`src/rtl/pipe_pkg.sv`:
```
// pipe_pkg: opcode constants and FSM state type shared by the pipeline control block.
package pipe_pkg;

    localparam logic [3:0] OP_LW    = 4'd0;
    localparam logic [3:0] OP_SW    = 4'd1;
    localparam logic [3:0] OP_ADD   = 4'd2;
    localparam logic [3:0] OP_MOV   = 4'd3;
    localparam logic [3:0] OP_SUB   = 4'd4;
    localparam logic [3:0] OP_JMPZ  = 4'd5;
    localparam logic [3:0] OP_STOP  = 4'd7;
    localparam logic [3:0] OP_ADDF  = 4'd8;
    localparam logic [3:0] OP_MULTF = 4'd9;
    localparam logic [3:0] OP_SLT   = 4'd10;
    localparam logic [3:0] OP_NOP   = 4'd15;

    typedef enum logic [1:0] {
        RUN     = 2'd0,
        FP_WAIT = 2'd1,
        DRAIN   = 2'd2,
        HALT    = 2'd3
    } state_e;

endpackage

```
`src/rtl/hazard_detect.sv`:
```
// hazard_detect: combinational load-use comparator.
//   id_opcode_i, id_rs_i, id_rt_i : instruction in ID
//   ex_memread_i, ex_rd_i         : LW flag and destination of the instruction in EX
//   hazard_o                      : ID consumes the register a LW in EX is still loading
module hazard_detect
    import pipe_pkg::*;
#(
    parameter int OP_WIDTH = 4,
    parameter int RA_WIDTH = 4
) (
    input  logic [OP_WIDTH-1:0] id_opcode_i,
    input  logic [RA_WIDTH-1:0] id_rs_i,
    input  logic [RA_WIDTH-1:0] id_rt_i,
    input  logic                ex_memread_i,
    input  logic [RA_WIDTH-1:0] ex_rd_i,
    output logic                hazard_o
);

    // NOP, STOP and JMPZ never read rs/rt as operands, so they cannot be load-use victims
    always_comb begin
        hazard_o = ex_memread_i
                && (ex_rd_i == id_rs_i || ex_rd_i == id_rt_i)
                && id_opcode_i != OP_WIDTH'(OP_NOP)
                && id_opcode_i != OP_WIDTH'(OP_STOP)
                && id_opcode_i != OP_WIDTH'(OP_JMPZ);
    end

endmodule

```
`src/rtl/pipe_ctrl.sv`:
```
// pipe_ctrl: pipeline hazard / FP-occupancy / stop control FSM.
//   clk, rst_n                         : clock, asynchronous active-low reset
//   id_opcode_i, id_rs_i, id_rt_i      : instruction in ID
//   ex_memread_i, ex_rd_i              : LW in EX and its destination
//   branch_taken_i                     : JMPZ resolved taken in EX
//   stall_if_o, stall_id_o, stall_ex_o : hold PC, IF/ID, ID/EX
//   flush_id_o, flush_ex_o             : insert NOP into IF/ID, ID/EX
//   fp_start_o, fp_busy_o              : FP launch pulse, FP unit occupying EX
//   halted_o, state_o                  : stopped flag, current FSM state
// Macro PIPE_CTRL_FP_EN enables multi-cycle ADDF/MULTF; otherwise they are single-cycle.
module pipe_ctrl
    import pipe_pkg::*;
#(
    parameter int OP_WIDTH  = 4,
    parameter int RA_WIDTH  = 4,
    parameter int FP_LAT    = 4,
    parameter int DRAIN_CYC = 3
) (
    input  logic                clk,
    input  logic                rst_n,
    input  logic [OP_WIDTH-1:0] id_opcode_i,
    input  logic [RA_WIDTH-1:0] id_rs_i,
    input  logic [RA_WIDTH-1:0] id_rt_i,
    input  logic                ex_memread_i,
    input  logic [RA_WIDTH-1:0] ex_rd_i,
    input  logic                branch_taken_i,
    output logic                stall_if_o,
    output logic                stall_id_o,
    output logic                stall_ex_o,
    output logic                flush_id_o,
    output logic                flush_ex_o,
    output logic                fp_start_o,
    output logic                fp_busy_o,
    output logic                halted_o,
    output logic [1:0]          state_o
);

    state_e     state_q, state_d;
    logic [3:0] cnt_q, cnt_d;
    logic       fp_busy_q, fp_busy_d;
    logic       halted_q, halted_d;
    logic       load_use, is_fp, is_stop;

    hazard_detect #(
        .OP_WIDTH(OP_WIDTH),
        .RA_WIDTH(RA_WIDTH)
    ) u_hazard (
        .id_opcode_i (id_opcode_i),
        .id_rs_i     (id_rs_i),
        .id_rt_i     (id_rt_i),
        .ex_memread_i(ex_memread_i),
        .ex_rd_i     (ex_rd_i),
        .hazard_o    (load_use)
    );

    assign is_stop = id_opcode_i == OP_WIDTH'(OP_STOP);

`ifdef PIPE_CTRL_FP_EN
    logic ready_q, ready_d;

    // Low for the first cycle after reset so an FP op aborted by reset is not relaunched
    always_comb begin
        ready_d = 1'b1;
    end

    always_ff @(posedge clk or negedge rst_n) begin
        if (!rst_n) ready_q <= 1'b0;
        else        ready_q <= ready_d;
    end

    assign is_fp = ready_q && (id_opcode_i == OP_WIDTH'(OP_ADDF) || id_opcode_i == OP_WIDTH'(OP_MULTF));
`else
    assign is_fp = 1'b0;
`endif

    always_ff @(posedge clk or negedge rst_n) begin
        if (!rst_n) begin
            state_q   <= RUN;
            cnt_q     <= 4'd0;
            fp_busy_q <= 1'b0;
            halted_q  <= 1'b0;
        end else begin
            state_q   <= state_d;
            cnt_q     <= cnt_d;
            fp_busy_q <= fp_busy_d;
            halted_q  <= halted_d;
        end
    end

    // FP_WAIT holds FP_LAT-1 cycles after the issue cycle; DRAIN holds DRAIN_CYC cycles
    always_comb begin
        state_d = state_q;
        cnt_d   = cnt_q;
        case (state_q)
            RUN: begin
                if (!branch_taken_i && !load_use) begin
                    if (is_fp) begin
                        state_d = FP_WAIT;
                        cnt_d   = 4'(FP_LAT - 1);
                    end else if (is_stop) begin
                        state_d = DRAIN;
                        cnt_d   = 4'(DRAIN_CYC);
                    end
                end
            end
            FP_WAIT, DRAIN: begin
                cnt_d = (cnt_q != 4'd0) ? cnt_q - 4'd1 : 4'd0;
                if (cnt_q <= 4'd1) state_d = (state_q == FP_WAIT) ? RUN : HALT;
            end
            default: ;
        endcase
        fp_busy_d = state_d == FP_WAIT;
        halted_d  = state_d == HALT;
    end

    always_comb begin
        stall_if_o = 1'b0;
        stall_id_o = 1'b0;
        stall_ex_o = 1'b0;
        flush_id_o = 1'b0;
        flush_ex_o = 1'b0;
        fp_start_o = 1'b0;
        if (rst_n) begin
            case (state_q)
                RUN: begin
                    if (branch_taken_i) begin
                        flush_id_o = 1'b1;
                        flush_ex_o = 1'b1;
                    end else if (load_use) begin
                        stall_if_o = 1'b1;
                        stall_id_o = 1'b1;
                        flush_ex_o = 1'b1;
                    end else begin
                        fp_start_o = is_fp;
                    end
                end
                FP_WAIT: begin
                    stall_if_o = 1'b1;
                    stall_id_o = 1'b1;
                    stall_ex_o = 1'b1;
                end
                DRAIN: begin
                    stall_if_o = 1'b1;
                    stall_id_o = 1'b1;
                    flush_ex_o = 1'b1;
                end
                default: begin
                    stall_if_o = 1'b1;
                    stall_id_o = 1'b1;
                    stall_ex_o = 1'b1;
                end
            endcase
        end
    end

    assign fp_busy_o = fp_busy_q;
    assign halted_o  = halted_q;
    assign state_o   = state_q;

endmodule

```
`config.mk`:
```
export PLATFORM = sky130hd
export DESIGN_NAME = pipe_ctrl
export DESIGN_NICKNAME = d
export VERILOG_FILES = /design/src/rtl/pipe_pkg.sv /design/src/rtl/hazard_detect.sv /design/src/rtl/pipe_ctrl.sv
export SDC_FILE = /design/constraint.sdc
export NUM_CORES = 1
export LEC_CHECK = 0
export BUFFER_PORTS_ARGS = -buffer_cell sky130_fd_sc_hd__clkbuf_2
export CORE_UTILIZATION = 43
export DETAILED_ROUTE_END_ITERATION = 10
export HOLD_SLACK_MARGIN = 0.03
export PLACE_DENSITY = 0.76
export SLEW_MARGIN = 10
export SYNTH_ARGS = -nofsm -noshare
export SYNTH_HDL_FRONTEND = slang
export SYNTH_SLANG_ARGS = --single-unit
```
`constraint.sdc`:
```
create_clock -name clk -period 1.6 [get_ports clk]
set_input_delay 0 -clock clk [delete_from_list [all_inputs] [get_ports clk]]
set_output_delay 0 -clock clk [all_outputs]
set_load 0.005 [all_outputs]
```
==> results summary, run 1 <==
The net count of the finished layout is 125. The vertical die dimension came out at 39.4 um. The number of filler cells placed in the layout is 123. The library cells used most frequently in the layout, excluding fill and tap cells, are 28 x sky130_fd_sc_hd__clkbuf_2, 8 x sky130_fd_sc_hd__dfrtp_1, 6 x sky130_fd_sc_hd__inv_1, 6 x sky130_fd_sc_hd__nor3_1, 6 x sky130_fd_sc_hd__nor2_1. The first-pass detailed-route iteration total came out at 6. Summed over all failing endpoints, the final setup total negative slack is 0 ps. The initial utilization of the core area, before any placement, comes to 46.2%. The horizontal die dimension came out at 39.4 um.

sky130_fd_sc_hd__dfrtp_1 takes more of the synthesized area than any other cell. In this run the power density over the cells is 1510 nW/um^2. The critical path starts at state_o[0]$_DFF_PN0_. The floorplan die area is 1550 um^2. The number of clock buffers inserted by TritonCTS is 3. The initial antenna violation count is 0. The gate count after technology mapping is 68. The global-route usage over all layers came out at 20.7%. The antenna cell count came out at 0. The growth of design area from synthesis to finish is 33.7%. The number of remaining DRC errors came out at 1. CTS saw 8 sinks.

The startpoint identified for the worst register-to-register timing path is state_o[0]$_DFF_PN0_. Entering global routing, the biggest net connects 14 pins. In the post-synthesis netlist, the biggest area contributors are sky130_fd_sc_hd__dfrtp_1 33%, sky130_fd_sc_hd__ha_1 6.3%, sky130_fd_sc_hd__xnor2_1 5.8%, sky130_fd_sc_hd__xor2_1 5.8%, sky130_fd_sc_hd__nor3_1 5.0%. The worst hold slack after final layout is 164 ps. The type of the setup path with the least slack is reg -> out. The depth of the most critical reg-to-reg path came out at 5. The top-area cell type share of the netlist area came out at 33.3%. The vias after detailed routing is 608. For this run, the top clock speed supported by timing is 679 MHz. The library cell used most frequently in the layout, excluding fill and tap cells, is sky130_fd_sc_hd__clkbuf_2.

Yosys mapped the design onto 30 distinct sky130hd cell types. After routing the design area is 803 um^2. The number of placement rows is 13.

Synthesis produced a netlist with a net count of 91. The path class of the tightest hold or removal check is in -> async. The post-synthesis instance area is 601 um^2. The number of slew-limit violations in the final report is 0. The fraction of final layout cells sized beyond drive strength 1 came out at 38.0%. The run finished, with violations left. During synthesis, Yosys emitted a total of 0 warnings. The setup violation total in the final timing report came out at 0. After synthesis the netlist holds a flip-flop and latch count of 8. The count of final hold-check violations is 0. The multi-input combinational cells in the finished layout cover a total of 370 um^2.

The arrival time reported for the critical path endpoint came out at 1470 ps. The post-DP HPWL came out at 1080 um. STA classifies the critical path startpoint as a flip-flop. Max-cap violations in this run came to 0. For this design the static power due to leakage is 0.000414 uW. The detail route stage leaves a number of antenna-violating nets equal to 0. The number of port buffers came out at 28. STA puts the critical path data required time at 1600 ps. After detailed routing, the average wire length per cell comes to 11.4 um.

The detailed-route vias per instance came out at 5.29. The critical path ends at flush_ex_o. The worst setup path is captured at an output port. The DRC marker count from the first detailed-route iteration came out at 4. The average footprint of a synthesized cell is 8.83 um^2. The post-synthesis sequential area ratio came out at 33.3%. Setup repair after global routing left no endpoint under its margin.

The maximum number of buffers from clock root to sink came out at 2. The number of global-route vias before repair came out at 511. The count of placed standard cells including taps came out at 111. The final wirelength is 1310 um. The worst register-to-register path ends at cnt_q[1]$_DFFE_PN0P_. The clock tree skew after final layout is 1.11 ps.

The post-layout minimum cycle time is 1470 ps. Once layout is complete, the cells apart from fillers number 115. The clock latency at the later pin of the worst-skew pair is 250 ps.

The overall overflow remaining after global route is 0. The CTS H-tree depth came out at 1. The wire length of the first global-routing pass is 2080 um. The worst-case vdd ir drop is 669 uV. The final estimated routing congestion in global placement is 0.800.

The internal reg-to-reg setup slack is 190 ps. The tree is rooted in a sky130_fd_sc_hd__clkbuf_4. The share of the clock period used by the worst path after layout came out at 92.1%. The checks that failed: design-rule violations. After clock tree synthesis, the setup repair step added 0 buffers. The placeable core region is 1300 um^2. TritonCTS built the clock tree.

The post-placement cell area came out at 759 um^2. The largest fanout on the critical path is 7. The number of top-level pins is 30. Clock-pin slew was measured on the worst setup and hold paths at 50 ps.

The area used by sequential logic in the layout came out at 200 um^2.
-- how the worst min path moves through the flow --
stage,start,endpoint,slack (ps),cells past startpoint
finish,rst_n,cnt_q[2]$_DFFE_PN0P_,160,2
global route,rst_n,halted_o$_DFF_PN0_,180,2
CTS,rst_n,halted_o$_DFF_PN0_,160,2
detailed placement,rst_n,cnt_q[2]$_DFFE_PN0P_,-110,1
global placement,rst_n,cnt_q[2]$_DFFE_PN0P_,-110,1
floorplan,rst_n,cnt_q[0]$_DFFE_PN0P_,-300,0
-- power by group --
part | leakage, uW | switching, uW | total (uW) | internal (uW)
combinational | 0.000299 | 351 | 697 | 345
sequential | 0.000101 | 83.2 | 366 | 283
clock | 0.0000138 | 67.9 | 154 | 85.8
total | 0.000414 | 502 | 1220 | 714
-- Yosys cell counts --
| library cell | count |
|---|---|
| sky130_fd_sc_hd__nor4_1 | 1 |
| sky130_fd_sc_hd__nand2b_1 | 1 |
| sky130_fd_sc_hd__o21ai_0 | 1 |
| sky130_fd_sc_hd__xnor2_1 | 4 |
| sky130_fd_sc_hd__nand4_1 | 2 |
| sky130_fd_sc_hd__a41oi_1 | 1 |
| sky130_fd_sc_hd__o21a_1 | 2 |
| sky130_fd_sc_hd__and2_1 | 1 |
| sky130_fd_sc_hd__ha_1 | 3 |
| sky130_fd_sc_hd__and4b_1 | 2 |
| sky130_fd_sc_hd__a21oi_1 | 3 |
| sky130_fd_sc_hd__xor2_1 | 4 |
| sky130_fd_sc_hd__buf_4 | 2 |
| sky130_fd_sc_hd__a21o_1 | 1 |
| sky130_fd_sc_hd__dfrtp_1 | 8 |
| sky130_fd_sc_hd__a31oi_1 | 1 |
| sky130_fd_sc_hd__conb_1 | 1 |
| sky130_fd_sc_hd__a21boi_2 | 1 |
| sky130_fd_sc_hd__a2bb2oi_1 | 1 |
| sky130_fd_sc_hd__a211oi_1 | 1 |
| sky130_fd_sc_hd__o22ai_1 | 1 |
| sky130_fd_sc_hd__nor3_1 | 6 |
| sky130_fd_sc_hd__o211ai_1 | 2 |
| sky130_fd_sc_hd__o32a_1 | 1 |
| sky130_fd_sc_hd__mux2i_1 | 1 |
| sky130_fd_sc_hd__and3_1 | 1 |
| sky130_fd_sc_hd__inv_1 | 7 |
| sky130_fd_sc_hd__nor2_1 | 6 |
| sky130_fd_sc_hd__a21boi_0 | 1 |
| sky130_fd_sc_hd__nand2_1 | 1 |
-- sequential cells by signal (all words and copies together) (netlist names) --
signal,cells
cnt_q,4
state_o,2
fp_busy_o,1
halted_o,1
-- cell families after synthesis --
logic type	Yosys count	share of synthesized area (%)
simple gates	21	19.0
compound gates	17	20.6
xor+xnor	8	11.7
buf+inv	9	6.88
other cells	1	0.624
flops	8	33.3
fa+ha+maj	3	6.25
mux	1	1.67
-- metrics by stage --
step | utilization (%) | worst slack [ps] | power [uW]
after floorplan | - | 105 | 818
after global placement | 58.4 | 205 | 1020
after detailed placement | 58.4 | 163 | 1040
after CTS | 60.9 | 24.4 | 1200
after global routing | 61.7 | 24.3 | 1330
final | 61.7 | 127 | 1220
-- critical path, cell delays in order, from the launching register on --
cell and delay, ps:
sky130_fd_sc_hd__dfrtp_1 400, sky130_fd_sc_hd__inv_2 60, sky130_fd_sc_hd__ha_2 180, sky130_fd_sc_hd__buf_4 150, sky130_fd_sc_hd__and3_4 150, sky130_fd_sc_hd__a21oi_2 100, sky130_fd_sc_hd__o21ai_1 70, sky130_fd_sc_hd__clkbuf_2 110
-- layout make-up --
class / count / area share, %
clock buffer: 3 / 2.80
timing repair buffer: 31 / 20.6
multi-input combinational: 51 / 46.1
inverter: 7 / 3.27
sequential: 8 / 24.9
tap: 15 / 2.34
-- per-layer routing --
| layer | GRT usage [%] | routed length (um) | vias up |
|---|---|---|---|
| met5 | 0 | 0 | - |
| met4 | 7.76 | 0 | 0 |
| met3 | 9.09 | 65 | 0 |
| met2 | 37.5 | 724 | 19 |
| met1 | 20.4 | 523 | 281 |
| li1 | - | - | 308 |
-- what timing repair did --
| item | in CTS | in global routing |
|---|---|---|
| endpoints found under the hold margin | 8 | 0 |
| hold buffers | 1 | 0 |
| resized for setup | 0 | 5 |
| setup endpoints to repair | 0 | 1 |
Note: power is estimated with default switching activity, not from simulation.
==> run 2, diff against run 1 <==
Settings changed: CORE_AREA set to 2 2 39 41, CORE_UTILIZATION 43 to not set, DIE_AREA set to 0 0 41 43, HOLD_SLACK_MARGIN 0.03 to not set, PLACE_DENSITY 0.76 to 0.79.
Clock period 1.6 ns to 1.8 ns, I/O delays scaled along.
==> run 2 against run 1 <==
Compared with the run above: largest power group unchanged; sequential cell count unchanged; power decreased by 15%; critical path type is now reg -> reg; the flow now finishes without violations; sequential share of layout area is 0.80 points higher; worst hold slack got worse by 12 ps; final cell count decreased by 0.87%; routed wire length rose by 4.6%; global-route usage shrank 2.5 points; via count increased by 0.33%; die area grew 14%; highest routed layer is now met4.
==> results summary, run 2 (synthesis gave the netlist of run 1 again) <==
The type of the most critical hold path is in -> async. The floorplan die area is 1760 um^2. From bottom edge to top edge, the die measures 43 um. The cell at the root of the clock tree is sky130_fd_sc_hd__clkbuf_4. The signal on the critical path passes through inv_1, ha_1, a21boi_2, o21a_1, o32a_1. The setup violation total in the final timing report is 0. The global-route usage over all layers came out at 18.2%. cnt_q holds more flip-flops than any other register.

The largest single stage delay on the critical path is 440 ps. Leaving out fill and tap cells, the most frequent cell in the layout is sky130_fd_sc_hd__clkbuf_2. The fraction of final layout cells sized beyond drive strength 1 is 32.7%.

TritonCTS built the clock tree. The growth of design area from synthesis to finish came out at 29.6%. Timing analysis after detailed placement gives a worst setup slack of 205 ps.

In this run, the combinational gates consume 54.1% of the power. Setup repair after global routing left no endpoint under its margin. In this run, the clock network consumes 13.6% of the power.

The placeable core region is 1380 um^2. The leakage component of the power came out at 0.000407 uW. The largest net degree at the start of global routing is 14. The CTS H-tree depth came out at 1.

The initial antenna violation count came out at 0. The number of port buffers came out at 28. The share of total power dissipated in sequential elements is 32.4%.

The overall overflow remaining after global route came out at 0. In this run the power spent charging and discharging nets is 438 uW. The clock-pin transition on the worst setup and hold timing paths came out at 60 ps. The count of final hold-check violations is 0. The setup TNS after final layout came out at 0 ps. The wire length of the first global-routing pass is 2170 um. The internal power of the cells totals 600 uW. The largest fanout on the critical path is 8. The share of the clock period used by the worst path after layout came out at 90.1%.

The total power density per cell area is 1330 nW/um^2. The kind of cell adding the most delay to the critical path is compound AO/OA/AOI/OAI gates. The slack of the critical path is 178 ps.

The number of remaining DRC errors came out at 0. The worst-case IR drop observed on VDD is 607 uV. The arrival time reported for the critical path endpoint is 1760 ps. The first-pass detailed-route iteration total is 4. Detailed placement finished with a half-perimeter wire length of 1090 um. The maximum number of buffers from clock root to sink came out at 2.

The horizontal die dimension is 41 um. The final wirelength came out at 1370 um. The most critical setup path has its startpoint at state_o[1]$_DFF_PN0_. In the layout the commonest cells are 28 x sky130_fd_sc_hd__clkbuf_2, 8 x sky130_fd_sc_hd__dfrtp_1, 7 x sky130_fd_sc_hd__inv_1, 6 x sky130_fd_sc_hd__nor3_1, 6 x sky130_fd_sc_hd__nor2_1. The slowest stage cell on the critical path is sky130_fd_sc_hd__dfrtp_1.

The number of maximum-capacitance constraint violations is 0. After the first detailed-routing iteration, the DRC count stood at 12. In this run, CTS created clock tree buffers numbering 3. The number of placement rows is 14. The area used by sequential logic in the layout came out at 200 um^2. The detailed-route vias per instance came out at 5.35. The run finished with clean final reports. The combined buffer and inverter count along the critical path came out at 1. Summing all multi-input logic gate instances after layout gives 359 um^2. The number of sinks handled by clock tree synthesis came out at 8. The mean routed wirelength per cell is 12.1 um. The starting density of the core is 43.4%. Net switching is 42.2% of the power. The post-route antenna net violation count came out at 0. The number of antenna diodes in the final layout is 0.

Gates resized during post-CTS repair numbered 0. The flip-flop count of the largest register after layout is 4. The type of origin of the critical path is a flip-flop. The net count reported at finish came out at 123. Data on the critical path is required at its endpoint by 1940 ps. The clock latency at the later pin of the worst-skew pair came out at 250 ps. 30 I/O pins were placed. Cells fill 56.2% of the core in the end. The kind of end point of the critical path is a flip-flop. The clock tree skew after final layout came out at 1.52 ps.

The number of slew-limit violations in the final report was 0. The congestion estimate from routability-driven global placement came to 0.775. Static timing analysis puts the maximum clock frequency at 616 MHz. The critical register-to-register path startpoint is state_o[1]$_DFF_PN0_. The number of filler cells placed in the layout is 133. The setup path with the least slack is of type reg -> reg.

The vias after detailed routing is 610. The number of global-route vias before repair came to 567. The post-layout minimum cycle time came out at 1620 ps.
## run 2: through the flow
step	instance area (um^2)	instances	hold slack [ps]	total power [uW]
floorplan	601	68	-296	727
global placement	746	110	-113	879
detailed placement	746	110	-110	896
CTS	778	114	153	1050
global route	778	114	180	1130
finish	778	114	152	1040
## run 2: cell type report
class                   count  share of cell area, %
clock buffers               3                   2.89
inverters                   7                   3.38
multi-input cells          51                   46.1
flip-flops and latches      8                   25.7
well taps                  16                   2.57
repair buffers             29                   19.3
## run 2: layer usage
metal / vias up / share of wire (%) / wire (um) / track usage [%]
li1: 303 / - / - / -
met1: 279 / 42 / 573 / 20.1
met2: 26 / 51 / 703 / 29.7
met4: 0 / 1.0 / 14 / 6.00
met3: 2 / 6.0 / 82 / 7.85
met5: - / 0 / 0 / 0
## run 2: power groups by stage
stage / Clock, uW / Sequential, uW / Combinational, uW
2_1_floorplan: 0 / 323 / 404
3_3_place_gp: 0 / 330 / 549
3_5_place_dp: 0 / 334 / 561
4_1_cts: 150 / 332 / 565
5_1_grt: 157 / 344 / 628
6_report: 141 / 336 / 562
## run 2: path summary, 6_finish.rpt
kind / to / slack [ps] / depth (start not counted)
min in group clk: cnt_q[2]$_DFFE_PN0P_ / 200 / 4
max in group asynchronous: state_o[0]$_DFF_PN0_ / 1430 / 2
worst max register to register: cnt_q[1]$_DFFE_PN0P_ / 180 / 5
worst max-delay path: cnt_q[1]$_DFFE_PN0P_ / 180 / 5
worst min register to register: cnt_q[3]$_DFFE_PN0P_ / 590 / 1
worst min-delay path: cnt_q[2]$_DFFE_PN0P_ / 150 / 2
## run 2: repair_timing
action	CTS	global route
buffers inserted	0	0
hold buffers	1	0
endpoints found under the hold margin	8	0
==> run 3, diff against run 2 <==
Settings changed: PLACE_DENSITY 0.79 to not set, PLACE_DENSITY_LB_ADDON set to 0.25.
==> run 3 against run 2 <==
Compared with the run above: sequential share of layout area stayed put; sequential power is 1% lower; count of clock-buffer cells in the layout stayed put; via count is 0.16% lower; sequential cell count stayed put; global-route usage is 1.6 points lower; routed wire length is 5.1% lower.
==> results summary, run 3 (synthesis gave the netlist of run 1 again) <==
Max-cap violations in this run came to 0. The most critical setup path has its startpoint at state_o[1]$_DFF_PN0_. The setup TNS after final layout came out at 0 ps. The placeable core region came out at 1380 um^2. The number of port buffers came out at 28. In this run the power density over the cells is 1330 nW/um^2. The share of power burned in registers is 32.0%.

Once the floorplan was initialized, standard cells occupied 43.4% of the core. The number of buffers inserted to repair setup after CTS is 0. The proportion of power drawn by combinational gates is 54.9%. The part of the total power dissipated in the clock network is 13.1%. The DRC marker count from the first detailed-route iteration came out at 6. The register with the most flip-flops in the final layout is cnt_q. The detailed-route vias per instance came out at 5.34. Final hold analysis gives a worst-case slack of 162 ps. The vertical die dimension is 43 um. The clock-pin transition on the worst setup and hold timing paths came out at 50 ps. In the layout the commonest cells are 28 x sky130_fd_sc_hd__clkbuf_2, 8 x sky130_fd_sc_hd__dfrtp_1, 7 x sky130_fd_sc_hd__inv_1, 6 x sky130_fd_sc_hd__nor3_1, 6 x sky130_fd_sc_hd__nor2_1. For this run, the slowest stage of the critical path takes 420 ps.

The count of final hold-check violations is 0. After detailed routing, the number of remaining DRC violations is 0. The largest net degree at the start of global routing is 14. The switching power as a share of total power is 42.1%. After layout, the worst path uses 87.8% of the clock period. Post-CTS repair changed the size of 0 cells. The number of top-level pins came out at 30. The required arrival time at the worst endpoint came out at 1940 ps. Detailed placement finished with a half-perimeter wire length of 1100 um. The floorplan die area came out at 1760 um^2. The worst setup path is launched from a flip-flop. The global-route usage over all layers is 16.7%. The internal reg-to-reg setup slack is 220 ps. The depth of the most critical reg-to-reg path is 5. The flip-flop count of the largest register after layout came out at 4.

After filler insertion, the fill cell instance count of the layout stands at 134. The vias after detailed routing came out at 609. The post-route netlist has 32.7% of its cells at a drive strength greater than 1. The number of global-route vias before repair is 518. The cell internal power dissipation is 600 uW. The final wirelength is 1300 um.

Setup repair after global routing left no endpoint under its margin. The most critical setup path has its endpoint at cnt_q[1]$_DFFE_PN0P_. After clock tree synthesis, the flow added hold-fix buffers numbering 1.

The number of slew-limit violations in the final report came to 0. The overall overflow remaining after global route came out at 0. The initial antenna violation count came out at 0. The post-layout minimum cycle time came out at 1580 ps. Before antenna repair, the detailed router went through 3 iterations. For this design the total switching power over the nets is 437 uW. The worst register-to-register path begins at state_o[1]$_DFF_PN0_. The setup path with the least slack is of type reg -> reg.

The tree built by TritonCTS fans out to 8 sinks. The largest individual stage delay along the critical path comes from the cell sky130_fd_sc_hd__dfrtp_1. At the end of the flow, the number of nets in the layout was 123. TritonCTS built the clock tree. In this run the critical register-to-register path is captured at cnt_q[1]$_DFFE_PN0P_. At the end of routability-driven placement, the weighted congestion stood at 0.737. The worst setup path is captured at a flip-flop. The setup violation total in the final timing report came out at 0. In this run, placement finished with an instance count of 110. The flow ran to the end, and the final reports show no timing, DRC or antenna violations. The floorplan step set the die width to 41 um. The signal on the critical path passes through inv_1, ha_1, a21boi_2, o21a_1, o32a_1.

Clock latency on the worst-skew pair, taken at its later pin, is 250 ps. The largest fanout on the critical path is 8. The post-layout total power is 1040 uW.

The antenna cell count came out at 0. The growth of design area from synthesis to finish came out at 29.6%. The arrival time reported for the critical path endpoint is 1720 ps. The post-route antenna net violation count came out at 0.

The worst-case vdd ir drop is 570 uV. The number of placement rows is 14. The leakage component of the power came out at 0.000407 uW. The wire length of the first global-routing pass is 2000 um.

The number of clock buffers inserted by TritonCTS is 3. Leaving out fill and tap cells, the most frequent cell in the layout is sky130_fd_sc_hd__clkbuf_2. The CTS H-tree depth is 1. The min-delay analysis places its worst path in the category in -> async. The maximum number of buffers from clock root to sink came out at 2. The cell at the root of the clock tree is sky130_fd_sc_hd__clkbuf_4. The clock tree skew after final layout is 1.06 ps.

The count of non-filler cells in the finished layout is 114. The top achievable clock speed is 633 MHz. Dividing the detail-routed wire length by the instance count gives 11.4 um.
==> run 3: cell counts in the layout (fill, tap and decap cells not counted) <==
No cell type changed its count.
==> run 3: worst max-delay path, delay by kind of cell, from the launching register on <==
family / cells / cell delay [ps]
buffers and inverters: 1 / 80
AO/OA/AOI/OAI: 3 / 690
adder cells (fa/ha/maj): 1 / 260
flip-flops: 1 / 420
==> run 3: power groups by stage <==
stage | registers, uW | logic, uW | clock network (uW)
CTS | 332 | 575 | 141
global placement | 331 | 553 | 0
global route | 343 | 637 | 154
finish | 332 | 569 | 135
floorplan | 323 | 404 | 0
detailed placement | 335 | 570 | 0
==> run 3: cell type report <==
type | instances | area (um^2) | area share (%)
repair buffers | 29 | 150 | 19.3
multi-input cells | 51 | 359 | 46.1
well taps | 16 | 20.0 | 2.57
flip-flops and latches | 8 | 200 | 25.7
clock buffers | 3 | 22.5 | 2.89
inverters | 7 | 26.3 | 3.38
==> run 3: worst min-delay path by stage <==
stage / from / end / slack [ps]
after global placement: rst_n / cnt_q[2]$_DFFE_PN0P_ / -110
after floorplan: rst_n / cnt_q[0]$_DFFE_PN0P_ / -300
final: rst_n / cnt_q[1]$_DFFE_PN0P_ / 160
after detailed placement: rst_n / cnt_q[1]$_DFFE_PN0P_ / -110
after global routing: rst_n / cnt_q[1]$_DFFE_PN0P_ / 190
after CTS: rst_n / cnt_q[1]$_DFFE_PN0P_ / 160
==> run 3: through the flow <==
stage               util, %  worst slack, ps  cell area [um^2]
floorplan                 -              305               601
global placement       53.9              273               746
detailed placement     53.9              218               746
CTS                    56.2              210               778
global route           56.2              118               778
finish                 56.2              219               778
==> run 3: routing by layer <==
metal  up-vias  GRT usage (%)  wire length [um]
met4         0           2.00                 0
met1       288           17.0               528
met3         0           7.85                70
li1        302              -                 -
met5         -              0                 0
met2        19           29.7               706
